$ cat src/rtl/life_gen_scheduler_if.sv
// Signal bundle between life_gen_scheduler and its neighbours: the register
// file (control pulses), the host loader, the next-state engine and the
// stream packer (frame_done).
// Optional build macro: AUTO_STOP_EN (adds stop_gen).
interface life_gen_scheduler_if #(
    parameter int ROW_AW = 10,
    parameter int DIV_W  = 8
);
    logic              init_start;
    logic              init_row_valid;
    logic              init_row_ready;
    logic              pause;
    logic              step;
    logic              frame_done;
    logic [DIV_W-1:0]  gen_div;
    logic              calc_row_req;
    logic [ROW_AW-1:0] calc_row_addr;
    logic              calc_row_ack;
    logic              wr_en;
    logic [ROW_AW-1:0] wr_addr;
    logic              front_sel;
    logic [15:0]       gen_count;
    logic              busy;
`ifdef AUTO_STOP_EN
    logic [15:0]       stop_gen;
`endif

    // Scheduler side.
    modport slave (
`ifdef AUTO_STOP_EN
        input  stop_gen,
`endif
        input  init_start,
        input  init_row_valid,
        input  pause,
        input  step,
        input  frame_done,
        input  gen_div,
        input  calc_row_ack,
        output init_row_ready,
        output calc_row_req,
        output calc_row_addr,
        output wr_en,
        output wr_addr,
        output front_sel,
        output gen_count,
        output busy
    );

    // Host / engine / display side.
    modport master (
`ifdef AUTO_STOP_EN
        output stop_gen,
`endif
        output init_start,
        output init_row_valid,
        output pause,
        output step,
        output frame_done,
        output gen_div,
        output calc_row_ack,
        input  init_row_ready,
        input  calc_row_req,
        input  calc_row_addr,
        input  wr_en,
        input  wr_addr,
        input  front_sel,
        input  gen_count,
        input  busy
    );
endinterface

$ cat src/rtl/life_gen_scheduler.sv
// Ping-pong row-buffer scheduler for the Game-of-Life pixel generator.
// Handles host grid load, row-by-row dispatch to the next-state engine and
// buffer swaps that only happen on display frame boundaries.
// Optional build macro: AUTO_STOP_EN (HOLD pauses once gen_count == stop_gen).
module life_gen_scheduler #(
    parameter int ROWS   = 720,
    parameter int ROW_AW = 10,
    parameter int DIV_W  = 8
) (
    input  logic                 out_stream_aclk,
    input  logic                 periph_reset,
    life_gen_scheduler_if.slave  bus
);

    typedef enum logic [2:0] {
        ST_IDLE,
        ST_LOAD,
        ST_SWAP_WAIT,
        ST_HOLD,
        ST_COMPUTE
    } state_t;

    localparam logic [ROW_AW-1:0] LAST_ROW = ROW_AW'(ROWS - 1);
    localparam logic [DIV_W-1:0]  CNT_MAX  = '1;

    state_t             r_state;
    logic [ROW_AW-1:0]  r_row;
    logic [DIV_W-1:0]   r_frame_cnt;
    logic               r_load_flag;
    logic               r_front_sel;
    logic [15:0]        r_gen_count;
    logic               r_init_row_ready;
    logic               r_calc_row_req;
    logic               r_busy;

    state_t             w_state_nxt;
    logic [ROW_AW-1:0]  w_row_nxt;
    logic [DIV_W-1:0]   w_frame_cnt_nxt;
    logic               w_load_flag_nxt;
    logic               w_front_sel_nxt;
    logic [15:0]        w_gen_count_nxt;

    logic [DIV_W-1:0]   w_gen_div_eff;
    logic [DIV_W:0]     w_cnt_inc;
    logic [DIV_W-1:0]   w_cnt_sat;
    logic               w_swap_hit;
    logic               w_wr_accept;
    logic               w_row_ack;
    logic               w_auto_stop;
    logic               w_hold_paused;

    // A divider of 0 behaves as 1; compare against counter+1 one bit wider.
    assign w_gen_div_eff = (bus.gen_div == '0) ? DIV_W'(1) : bus.gen_div;
    assign w_cnt_inc     = {1'b0, r_frame_cnt} + (DIV_W+1)'(1);
    assign w_cnt_sat     = (r_frame_cnt == CNT_MAX) ? r_frame_cnt : r_frame_cnt + DIV_W'(1);
    // The first frame after a load always swaps so the loaded grid shows at once.
    assign w_swap_hit    = r_load_flag || (w_cnt_inc >= {1'b0, w_gen_div_eff});
    assign w_wr_accept   = bus.init_row_valid & r_init_row_ready;
    assign w_row_ack     = r_calc_row_req & bus.calc_row_ack;

`ifdef AUTO_STOP_EN
    assign w_auto_stop   = (bus.stop_gen != 16'd0) && (r_gen_count == bus.stop_gen);
`else
    assign w_auto_stop   = 1'b0;
`endif
    assign w_hold_paused = bus.pause | w_auto_stop;

    // Next-state and next-datapath decode.
    always_comb begin
        // NOTE: every variable gets a default before any branch so no path leaves it unassigned, which would infer a latch.
        w_state_nxt     = r_state;
        w_row_nxt       = r_row;
        w_frame_cnt_nxt = r_frame_cnt;
        w_load_flag_nxt = r_load_flag;
        w_front_sel_nxt = r_front_sel;
        w_gen_count_nxt = r_gen_count;

        // Frames keep counting toward the next swap in every post-load state.
        if (bus.frame_done && (r_state inside {ST_SWAP_WAIT, ST_HOLD, ST_COMPUTE})) begin
            w_frame_cnt_nxt = w_cnt_sat;
        end

        unique case (r_state)
            ST_IDLE: begin
                // Only init_start (handled below) leaves IDLE.
            end
            ST_LOAD: begin
                if (w_wr_accept) begin
                    if (r_row == LAST_ROW) begin
                        w_row_nxt       = '0;
                        w_load_flag_nxt = 1'b1;
                        w_state_nxt     = ST_SWAP_WAIT;
                    end else begin
                        w_row_nxt = r_row + ROW_AW'(1);
                    end
                end
            end
            ST_SWAP_WAIT: begin
                if (bus.frame_done && w_swap_hit) begin
                    w_front_sel_nxt = ~r_front_sel;
                    w_frame_cnt_nxt = '0;
                    w_load_flag_nxt = 1'b0;
                    if (!r_load_flag) begin
                        w_gen_count_nxt = r_gen_count + 16'd1;
                    end
                    w_state_nxt = ST_HOLD;
                end
            end
            ST_HOLD: begin
                if (!w_hold_paused || bus.step) begin
                    w_state_nxt = ST_COMPUTE;
                end
            end
            ST_COMPUTE: begin
                if (w_row_ack) begin
                    if (r_row == LAST_ROW) begin
                        w_row_nxt   = '0;
                        w_state_nxt = ST_SWAP_WAIT;
                    end else begin
                        w_row_nxt = r_row + ROW_AW'(1);
                    end
                end
            end
            default: begin
                w_state_nxt = ST_IDLE;
            end
        endcase

        // A load request overrides everything, including a same-cycle swap.
        if (bus.init_start) begin
            w_state_nxt     = ST_LOAD;
            w_row_nxt       = '0;
            w_frame_cnt_nxt = '0;
            w_load_flag_nxt = 1'b0;
            w_front_sel_nxt = r_front_sel;
            w_gen_count_nxt = 16'd0;
        end
    end

    // State, datapath and registered-output update with synchronous reset.
    always_ff @(posedge out_stream_aclk) begin
        // NOTE: sequential state uses non-blocking assignments so every register samples pre-edge values.
        if (periph_reset) begin
            r_state          <= ST_IDLE;
            r_row            <= '0;
            r_frame_cnt      <= '0;
            r_load_flag      <= 1'b0;
            r_front_sel      <= 1'b0;
            r_gen_count      <= 16'd0;
            r_init_row_ready <= 1'b0;
            r_calc_row_req   <= 1'b0;
            r_busy           <= 1'b0;
        end else begin
            r_state          <= w_state_nxt;
            r_row            <= w_row_nxt;
            r_frame_cnt      <= w_frame_cnt_nxt;
            r_load_flag      <= w_load_flag_nxt;
            r_front_sel      <= w_front_sel_nxt;
            r_gen_count      <= w_gen_count_nxt;
            r_init_row_ready <= (w_state_nxt == ST_LOAD);
            r_calc_row_req   <= (w_state_nxt == ST_COMPUTE);
            r_busy           <= (w_state_nxt == ST_LOAD) || (w_state_nxt == ST_COMPUTE);
        end
    end

    assign bus.init_row_ready = r_init_row_ready;
    assign bus.calc_row_req   = r_calc_row_req;
    assign bus.calc_row_addr  = r_row;
    assign bus.wr_en          = w_wr_accept;
    assign bus.wr_addr        = r_row;
    assign bus.front_sel      = r_front_sel;
    assign bus.gen_count      = r_gen_count;
    assign bus.busy           = r_busy;

endmodule
$ cat src/flat_wrapper.sv
// flat-port wrapper written by rule: the top's interface ports become plain ports
module life_gen_scheduler_flat 
#(
    parameter int ROWS   = 720,
    parameter int ROW_AW = 10,
    parameter int DIV_W  = 8
)
  (out_stream_aclk, periph_reset, bus_init_start, bus_init_row_valid, bus_pause, bus_step, bus_frame_done, bus_gen_div, bus_calc_row_ack, bus_init_row_ready, bus_calc_row_req, bus_calc_row_addr, bus_wr_en, bus_wr_addr, bus_front_sel, bus_gen_count, bus_busy);
  life_gen_scheduler_if #(.ROW_AW(ROW_AW), .DIV_W(DIV_W)) bus_i ();
  input  logic out_stream_aclk;
  input  logic periph_reset;
  input wire logic [$bits(bus_i.init_start)-1:0] bus_init_start;
  input wire logic [$bits(bus_i.init_row_valid)-1:0] bus_init_row_valid;
  input wire logic [$bits(bus_i.pause)-1:0] bus_pause;
  input wire logic [$bits(bus_i.step)-1:0] bus_step;
  input wire logic [$bits(bus_i.frame_done)-1:0] bus_frame_done;
  input wire logic [$bits(bus_i.gen_div)-1:0] bus_gen_div;
  input wire logic [$bits(bus_i.calc_row_ack)-1:0] bus_calc_row_ack;
  output wire logic [$bits(bus_i.init_row_ready)-1:0] bus_init_row_ready;
  output wire logic [$bits(bus_i.calc_row_req)-1:0] bus_calc_row_req;
  output wire logic [$bits(bus_i.calc_row_addr)-1:0] bus_calc_row_addr;
  output wire logic [$bits(bus_i.wr_en)-1:0] bus_wr_en;
  output wire logic [$bits(bus_i.wr_addr)-1:0] bus_wr_addr;
  output wire logic [$bits(bus_i.front_sel)-1:0] bus_front_sel;
  output wire logic [$bits(bus_i.gen_count)-1:0] bus_gen_count;
  output wire logic [$bits(bus_i.busy)-1:0] bus_busy;
  assign bus_i.init_start = bus_init_start;
  assign bus_i.init_row_valid = bus_init_row_valid;
  assign bus_i.pause = bus_pause;
  assign bus_i.step = bus_step;
  assign bus_i.frame_done = bus_frame_done;
  assign bus_i.gen_div = bus_gen_div;
  assign bus_i.calc_row_ack = bus_calc_row_ack;
  assign bus_init_row_ready = bus_i.init_row_ready;
  assign bus_calc_row_req = bus_i.calc_row_req;
  assign bus_calc_row_addr = bus_i.calc_row_addr;
  assign bus_wr_en = bus_i.wr_en;
  assign bus_wr_addr = bus_i.wr_addr;
  assign bus_front_sel = bus_i.front_sel;
  assign bus_gen_count = bus_i.gen_count;
  assign bus_busy = bus_i.busy;
  life_gen_scheduler #(.ROWS(ROWS), .ROW_AW(ROW_AW), .DIV_W(DIV_W)) u_core (.out_stream_aclk(out_stream_aclk), .periph_reset(periph_reset), .bus(bus_i));
endmodule
$ cat config.mk
export PLATFORM = sky130hd
export DESIGN_NAME = life_gen_scheduler_flat
export DESIGN_NICKNAME = d
export VERILOG_FILES = /design/src/rtl/life_gen_scheduler_if.sv /design/src/rtl/life_gen_scheduler.sv /design/src/flat_wrapper.sv
export SDC_FILE = /design/constraint.sdc
export NUM_CORES = 1
export LEC_CHECK = 0
export CAP_MARGIN = 20
export CORE_ASPECT_RATIO = 1.2
export CORE_MARGIN = 4
export CORE_UTILIZATION = 45
export CTS_BUF_LIST = sky130_fd_sc_hd__clkbuf_4 sky130_fd_sc_hd__clkbuf_8 sky130_fd_sc_hd__clkbuf_16
export CTS_CLUSTER_DIAMETER = 120
export CTS_CLUSTER_SIZE = 16
export DETAILED_ROUTE_END_ITERATION = 8
export GPL_TIMING_DRIVEN = 0
export PLACE_DENSITY = 0.73
export SYNTH_ARGS = -nofsm -noshare
export SYNTH_HDL_FRONTEND = slang
export SYNTH_SLANG_ARGS = --single-unit
export TNS_END_PERCENT = 30
$ cat constraint.sdc
create_clock -name out_stream_aclk -period 3.6 [get_ports out_stream_aclk]
set_input_delay 0.72 -clock out_stream_aclk [delete_from_list [all_inputs] [get_ports out_stream_aclk]]
set_output_delay 0.72 -clock out_stream_aclk [all_outputs]
set_load 0.005 [all_outputs]
==> impl_summary.md, run 1 <==
Synthesis
By area the synthesized netlist is led by dfxtp_1, nor2_1, xnor2_1. The predominant post-synthesis flop cell is dfxtp_1. In this run the biggest area consumer among cell types represents 34.5% of the synthesized area. Yosys mapped the design onto 46 distinct sky130hd cell types. The largest area contributor in the synthesized netlist is dfxtp_1.

Yosys mapped a number of flops with a built-in enable equal to 0. The library cell with the highest instance count after synthesis is nor2_1. The area of the mapped netlist is 0.00244 sq mm. Sequential elements use 34.5% of the synthesized area. The average size of a mapped cell is 8.49 sq um. Synthesis produced a netlist with a net count of 314.

The synthesized design contains 42 register bits. In the synthesized netlist the async set-or-reset flop fraction comes to 0%. After technology mapping, the gate count stands at 287. During synthesis, Yosys emitted a total of 0 warnings. After synthesis, the most frequently instantiated cells are nor2_1, dfxtp_1, nand2_1.

Place
The number of placed instances, taps included, is 405. The half-perimeter wire length of the detailed placement result is 4.02 mm. In this run the tool buffered the top-level ports with 56 buffer cells.

At the end of routability-driven placement, the weighted congestion stood at 0.839.

Min path
The worst hold path begins at u_core.bus.gen_count[8]. Counting instances, the worst hold path has a depth of 2. The worst min-delay path class is flip-flop to flip-flop.

The worst hold path terminates at u_core.bus.gen_count[8].

Pwr
The worst supply voltage drop on vdd is 0.195 mV. The ratio of total power to cell area is 283 mW/mm^2. The design draws 0.000903 W. The static leakage is 1.15 nW.

Die
The die is 88.6 um tall. The floorplan step set the die width to 75.2 um. The boundary pin count is 57. The floorplan step defined a core boundary enclosing 0.00526 sq mm. The standard-cell row count is 29.

The die area is 0.00666 sq mm. Once the floorplan was initialized, standard cells occupied 46.3% of the core.

CTS
The hold buffer count at cts is 0. Counting the buffers created by CTS gives 5. Once the clock tree was built, the resizer swapped 0 gates to a different size. The deepest level of the CTS H-tree is 2. The worst-case clock buffer depth is 2. TritonCTS built the clock tree. After clock tree synthesis, the clock-pin slew on the worst setup and hold paths is 0.08 ns. The buffer cell driving the clock tree root is clkbuf_8. For this design, the sink count on the clock tree is 42.

The insertion delay to the later sink of the worst-skew pair is 0.29 ns. The total setup buffers inserted after CTS is 0.

Layout
The number of filler instances in the final layout is 468. Relative to the synthesized area, the layout overhead comes to 30.9%. Leaving out filler cells and counting taps, the final layout contains 413. The repair_antennas step left the layout with diodes totalling 0. The area of the multi-input gates is 0.00141 sq mm. The combined flip-flop and latch cell area is 841 sq um.

In the final layout, the share of cells above drive strength 1 is 14.2%. The number of nets in the final layout is 377.

STA
Setup repair after global routing left no endpoint under its margin. Between clock sinks in the finished design, the worst skew comes to 0.00690 ns. Hold timing on the final database bottoms out at a slack of 0.506 ns. The fraction of the cycle the final worst path needs is 81.3%.

Timing would allow up to 342 MHz. The count of final hold-check violations came to 0. The final critical path time including I/O delays and setup is 2.93 ns. Headroom to the max-slew limit came out at 41.3%. The number of endpoints failing setup at the final stage is 0. The number of max-slew violations in the final report came to 0. At the pin with the least slew margin, the transition time is 0.871 ns. The final sum of negative setup slack is 0 ns.

Route
The first TritonRoute pass finished after 4 iterations. The remaining antenna violation count is 0. For this block, the initial DRC count from the detailed router was 91. Across all layers, the routed design uses 2155 vias. Using the TritonRoute via totals, the vias-per-cell ratio works out to 5.22. The final layout contains routed wiring with a total length of 5.29 mm.

After detailed routing, the average wire length per cell comes to 12.8 um. The count of unresolved DRC violations after routing is 0.

Critical path
The startpoint of the most critical register-to-register path is u_core.r_frame_cnt[0]. The slack of the worst reg-to-reg path is 0.73 ns. The worst register-to-register path ends at u_core.r_frame_cnt[7]. The startpoint class of the critical path is an input pin.

The required time of the critical path is 3.77 ns. The endpoint kind of the worst setup timing path is a flip-flop. Data arrives at the worst endpoint at 3.10 ns. The kind of critical path is input pin to flip-flop. The worst-case reg-to-reg path depth is 12.

The largest fanout of any net on the critical path is 10.

Global routing
The leftover overflow at the end of global routing is 0. Across every metal layer, demand over resource in global routing totals 17.1%. The maximum number of pins on one net before global-route repair is 14. The initial antenna violation count came to 0. The via count of the first global-routing pass is 2047. The first global-routing pass estimated 8.93 mm of wire.

Job
The tool flagged a number of max-cap violations equal to 0.

Outcome
The flow ran to the end, and the final reports show no timing, DRC or antenna violations.
## final cells by class
cell class	count	share of cell area, %
Inverter	14	1.65
Clock buffer	6	2.39
Multi-Input combinational cell	212	44.2
Sequential cell	42	26.4
Buffer	19	4.24
Clock inverter	2	1.18
Tap cell	62	2.43
Timing Repair Buffer	56	17.6
## layer usage
layer  up-vias  GRT usage [%]  routed length [um]
met5         -              0                   0
met4         0           5.72                  81
met3         6           4.09                 223
met2        46           29.1                2630
met1       989           21.0                2350
li1       1114              -                   -
## power breakdown
group / switching, W / internal, W
registers: 0.00000200 / 0.000467
clock network: 0.000167 / 0.000215
logic: 0.0000246 / 0.0000284
## stage by stage
stage               utilization (%)  setup WS, ns  cell area (sq um)
finish                         60.6         0.675               3190
global route                   60.6         0.361               3190
CTS                            60.6         0.641               3190
detailed placement             58.4         0.335               3070
global placement               58.4         0.346               3070
floorplan                         -         0.984               2440
## registers in the layout, indices dropped and copies added, names as in the netlist
register and flops:
u_core.bus.busy 1, u_core.bus.calc_row_addr 10, u_core.bus.calc_row_req 1, u_core.bus.front_sel 1
u_core.bus.gen_count 16, u_core.bus.init_row_ready 1, u_core.r_frame_cnt 8, u_core.r_load_flag 1
u_core.r_state 3
## worst max-delay path by stage
stage | slack [ns] | start | endpoint
4_1_cts | 0.64 | bus_gen_div[5] | u_core.bus.gen_count[6]
2_1_floorplan | 0.98 | bus_gen_div[5] | u_core.bus.gen_count[14]
5_1_grt | 0.36 | u_core.r_frame_cnt[0] | u_core.r_frame_cnt[7]
3_5_place_dp | 0.33 | bus_gen_div[5] | u_core.bus.gen_count[6]
6_report | 0.67 | bus_gen_div[5] | u_core.bus.gen_count[5]
3_3_place_gp | 0.35 | bus_gen_div[5] | u_core.bus.gen_count[6]
## critical path: stages
cell             delay (ns)
clkdlybuf4s50_1        0.49
nor4_1                 0.06
a41o_1                 0.23
ha_1                   0.26
nand2b_1               0.09
nand3_1                0.07
a211o_1                0.33
buf_4                  0.22
a2111oi_2              0.42
xnor2_1                0.16
nor2_1                 0.05
## layout by cell type, fill, tap and decap left out, drive strengths merged, types with 2 or more instances in the layout
| cell type | n |
|---|---|
| o22ai | 7 |
| nand4 | 5 |
| a2111oi | 10 |
| nand2 | 29 |
| dfxtp | 42 |
| o21ai | 6 |
| xor2 | 8 |
| mux2i | 3 |
| or3 | 3 |
| inv | 14 |
| nor3 | 10 |
| ha | 11 |
| xnor2 | 17 |
| buf | 17 |
| a21oi | 12 |
| nor2 | 44 |
| nand3b | 3 |
| nand2b | 6 |
| a21bo | 2 |
| a41o | 2 |
| nand3 | 15 |
| clkdlybuf4s50 | 56 |
| and3 | 3 |
| clkbuf | 8 |
| a31oi | 2 |
| or2 | 2 |
## kinds of logic after synthesis
| family | after synthesis | synth area share, % |
|---|---|---|
| AND/OR/NAND/NOR | 124 | 25.3 |
| AO/OA/AOI/OAI | 49 | 16.6 |
| flip-flops | 42 | 34.5 |
| buffers and inverters | 33 | 7.70 |
| XOR/XNOR | 25 | 8.99 |
| adder cells (fa/ha/maj) | 11 | 5.65 |
| multiplexers | 3 | 1.23 |
Note: power is estimated with default switching activity, not from simulation.
==> run 2, diff against run 1 <==
--- a/config.mk
+++ b/config.mk
@@ -14,7 +14,7 @@
 export CTS_CLUSTER_SIZE = 16
 export DETAILED_ROUTE_END_ITERATION = 8
 export GPL_TIMING_DRIVEN = 0
-export PLACE_DENSITY = 0.73
+export PLACE_DENSITY = 0.76
 export SYNTH_ARGS = -nofsm -noshare
 export SYNTH_HDL_FRONTEND = slang
 export SYNTH_SLANG_ARGS = --single-unit
==> constraint.sdc (replaced) <==
create_clock -name out_stream_aclk -period 2.6 [get_ports out_stream_aclk]
set_input_delay 0.52 -clock out_stream_aclk [delete_from_list [all_inputs] [get_ports out_stream_aclk]]
set_output_delay 0.52 -clock out_stream_aclk [all_outputs]
set_load 0.005 [all_outputs]
==> run 2 against run 1 <==
Effect of this change: the flow now finishes with violations (setup timing); worst hold slack improved by 0.011 ns; critical path type is now flip-flop to flip-flop; die area did not move; core utilization rose by 7.3 points; final area rose by 12%; critical endpoint unchanged; clock skew fell by 0.0020 ns; largest power group unchanged; first-iteration DRC count rose by 68%; sequential share of layout area fell by 2.5 points.
==> impl_summary.md, run 2 (synthesized netlist as in run 1, its figures left out) <==
Die
The die outline height is 88.6 um (unchanged). The chip width is 75.2 um (unchanged). The die area is 0.00666 sq mm (unchanged). The boundary pin count is 57 (unchanged).

The initial standard-cell utilization of the core was 46.3% (unchanged). The standard-cell row count was 29 (unchanged). The area of the core is 0.00526 sq mm (unchanged).

STA
The worst relative slew slack is 32.4% (-8.9 points). The fraction of the cycle the final worst path needs is 101%. The minimum setup slack in the final design is -0.0158 ns (-0.691 ns). The number of max-slew violations in the final report is 0 (unchanged). The worst-margin pin slew is 1.00 ns (+0.132 ns). The count of final hold-check violations is 0 (unchanged).

The maximum clock rate is 382 MHz. The final hold slack is 0.518 ns (+0.0113 ns). Setup repair after global routing could not meet its margin everywhere.

The final setup skew is 0.00485 ns (-0.00204 ns). The number of endpoints failing setup at the final stage came to 1 (+1). The routed design could run at a clock period as short as 2.62 ns.

Min path
The hold-critical path depth is 2 (unchanged). The end of the worst hold path is u_core.bus.gen_count[1]. The min-delay analysis places its worst path in the category flip-flop to flip-flop. The hold path startpoint is u_core.bus.gen_count[1].

CTS
The deepest level of the CTS H-tree came to 2 (unchanged). The insertion delay to the later sink of the worst-skew pair is 0.30 ns (about the same). The hold buffer count at cts is 0 (unchanged). The TritonCTS buffer count is 5 (unchanged). The buffer cell driving the clock tree root is clkbuf_8.

The worst-case clock buffer depth is 2 (unchanged). The clock-pin transition on the worst setup and hold timing paths came to 0.08 ns (about the same). TritonCTS built the clock tree.

The number of clock sinks was 42 (unchanged).

Route
The number of detailed-route iterations in the first pass is 4 (unchanged). The remaining antenna violation count came to 0 (unchanged). The via count was 2338 (+8.5%).

The number of DRC markers after the initial detailed-route iteration is 153 (+68%). The count of unresolved DRC violations after routing is 0 (unchanged). The average wire per standard cell is 15.5 um (+21%). The final wirelength came to 6.59 mm (+25%). The per-cell via count in the routed design was 5.50 (+5.4%).

Critical path
The endpoint kind of the worst setup timing path is a flip-flop. The critical path's top delay family is compound AO/OA/AOI/OAI gates. On the critical path, the stage with the largest delay is an instance of a211o_4. The total buffers and inverters traversed by the critical path is 1 (-1). The number of stages on the worst setup path is 11 (unchanged).

In this run the critical register-to-register path is captured at u_core.bus.gen_count[5]. The worst-case reg-to-reg path depth was 11 (-1). The arrival time of data at the critical path endpoint is 2.79 ns (-0.31 ns). The startpoint class of the critical path is a flip-flop. The signal on the critical path passes through ha_4, nand3_4, nor2_2, xor2_1, ha_1, nand3_2, a211o_4, buf_12, a2111oi_4, xnor2_1, nor2_1. The required time of the critical path came to 2.78 ns (-0.99 ns). The slack of the worst reg-to-reg path was -0.02 ns (-0.75 ns).

The largest fanout of any net on the critical path was 5 (-5). The largest stage delay on the critical path was 0.41 ns (-0.08 ns). The worst register-to-register path begins at u_core.r_frame_cnt[0]. The critical path in this run is classified as flip-flop to flip-flop.

Layout
The area of the multi-input gates is 0.00166 sq mm (+18%). In the layout the commonest cells are clkdlybuf4s50_1, nor2_1, dfxtp_1. The number of filler instances in the final layout is 397 (-15%).

The area added between synthesis and finish is 46.6%. The antenna diode instance count is 0 (unchanged). The combined flip-flop and latch cell area is 851 sq um (+1.2%). The flip-flop count of the largest register, all copies and words added was 16 (unchanged). The leading cell type in the layout, fill and taps excluded is clkdlybuf4s50_1.

The number of nets in the final layout was 389 (+3.2%). The share of cells above drive strength 1 is 22.3% (+8.1 points).

Outcome
The checks that failed: setup timing. The flow ran to the end, but the final reports show violations.

Job
The number of max-cap violations was 0 (unchanged).

Global routing
The via count of the first global-routing pass is 2212 (+8.1%). The initial antenna violation count is 0 (unchanged). The first-pass GRT wire length was 10.2 mm (+14%). The overall fraction of global-route tracks in use is 20.0% (+2.9 points). The leftover overflow at the end of global routing is 0 (unchanged). The maximum number of pins on one net before global-route repair is 13 (-1).

Place
The worst setup slack after placement came to -0.552 ns (-0.887 ns). The final weighted congestion of routability-driven global placement is 0.801 (-4.6%). The half-perimeter wire length of the detailed placement result is 4.17 mm (+3.6%). The count of input and output buffers is 56 (unchanged).

Pwr
The ratio of total power to cell area is 332 mW/mm^2 (+17%). The static leakage is 1.26 nW (+9.4%). The worst supply voltage drop on vdd is 0.208 mV (+7.0%). The overall power came to 0.00118 W (+31%).
[run 2: changes by cell type in the layout (fill, tap and decap cells not counted), sizes merged]
cell and delta:
buf +12, clkdlybuf4s50 -7, clkinv +1, clkinvlp -1, dlygate4sd2 +7, clkbuf +1
bufinv -1
[run 2: where the power goes]
group          leakage, nW  internal [W]  switching (W)
sequential           0.342      0.000644     0.00000270
clock               0.0517      0.000225       0.000231
combinational        0.869     0.0000411      0.0000410
total                 1.26      0.000910       0.000275
[run 2: final cells by class]
type                       instances  share of cell area (%)
timing repair buffer              68                    19.1
sequential                        42                    23.8
clock inverter                     1                   0.140
multi-input combinational        212                    46.4
inverter                          14                    1.47
clock buffer                       7                    2.52
tap                               62                    2.17
buffer                            19                    4.45
[run 2: worst max-delay path by stage]
stage	from	to	slack, ns
global placement	bus_gen_div[5]	u_core.bus.gen_count[11]	-0.48
finish	u_core.r_frame_cnt[0]	u_core.bus.gen_count[5]	-0.02
global route	u_core.r_frame_cnt[0]	u_core.bus.gen_count[5]	-0.11
CTS	u_core.r_frame_cnt[1]	u_core.bus.gen_count[9]	0.003
detailed placement	bus_gen_div[5]	u_core.bus.gen_count[14]	-0.55
floorplan	u_core.r_frame_cnt[0]	u_core.bus.gen_count[13]	0.11
[run 2: per-layer routing]
metal | vias up | track usage (%) | share of wire (%)
li1 | 1140 | - | -
met4 | 0 | 9.86 | 2.2
met1 | 1110 | 23.7 | 41
met3 | 13 | 4.20 | 5.4
met5 | - | 0 | 0
met2 | 75 | 33.8 | 51
[run 2: worst min-delay path, cell delays in order (launching register included)]
cell     delay, ns
dfxtp_1       0.34
nand2_1       0.07
o21ai_0       0.06
[run 2: metrics by stage]
stage | TNS [ns] | area, sq um | instances | util, %
4_1_cts | 0 | 3490 | 422 | 66.4
2_1_floorplan | 0 | 2440 | 287 | -
6_report | -0.0158 | 3570 | 425 | 67.9
3_3_place_gp | -10.42 | 3070 | 405 | 58.4
5_1_grt | -0.472 | 3570 | 425 | 67.9
3_5_place_dp | -11.68 | 3070 | 405 | 58.4
[run 2: repair_timing]
item / 4_1_cts / 5_1_grt
setup buffers: 8 / 3
gates resized for setup: 44 / 13
pin swaps: 25 / 19
cloned: 1 / 0
endpoints found under the setup margin: 27 / 24
==> run 3, diff against run 2 <==
--- a/config.mk
+++ b/config.mk
@@ -14,6 +14,7 @@
 export CTS_CLUSTER_SIZE = 16
 export DETAILED_ROUTE_END_ITERATION = 8
 export GPL_TIMING_DRIVEN = 0
+export HOLD_SLACK_MARGIN = 0.08
 export PLACE_DENSITY = 0.76
 export SYNTH_ARGS = -nofsm -noshare
 export SYNTH_HDL_FRONTEND = slang
==> results of run 3 <==
Final layout, timing and power as in run 2 (identical DEF).
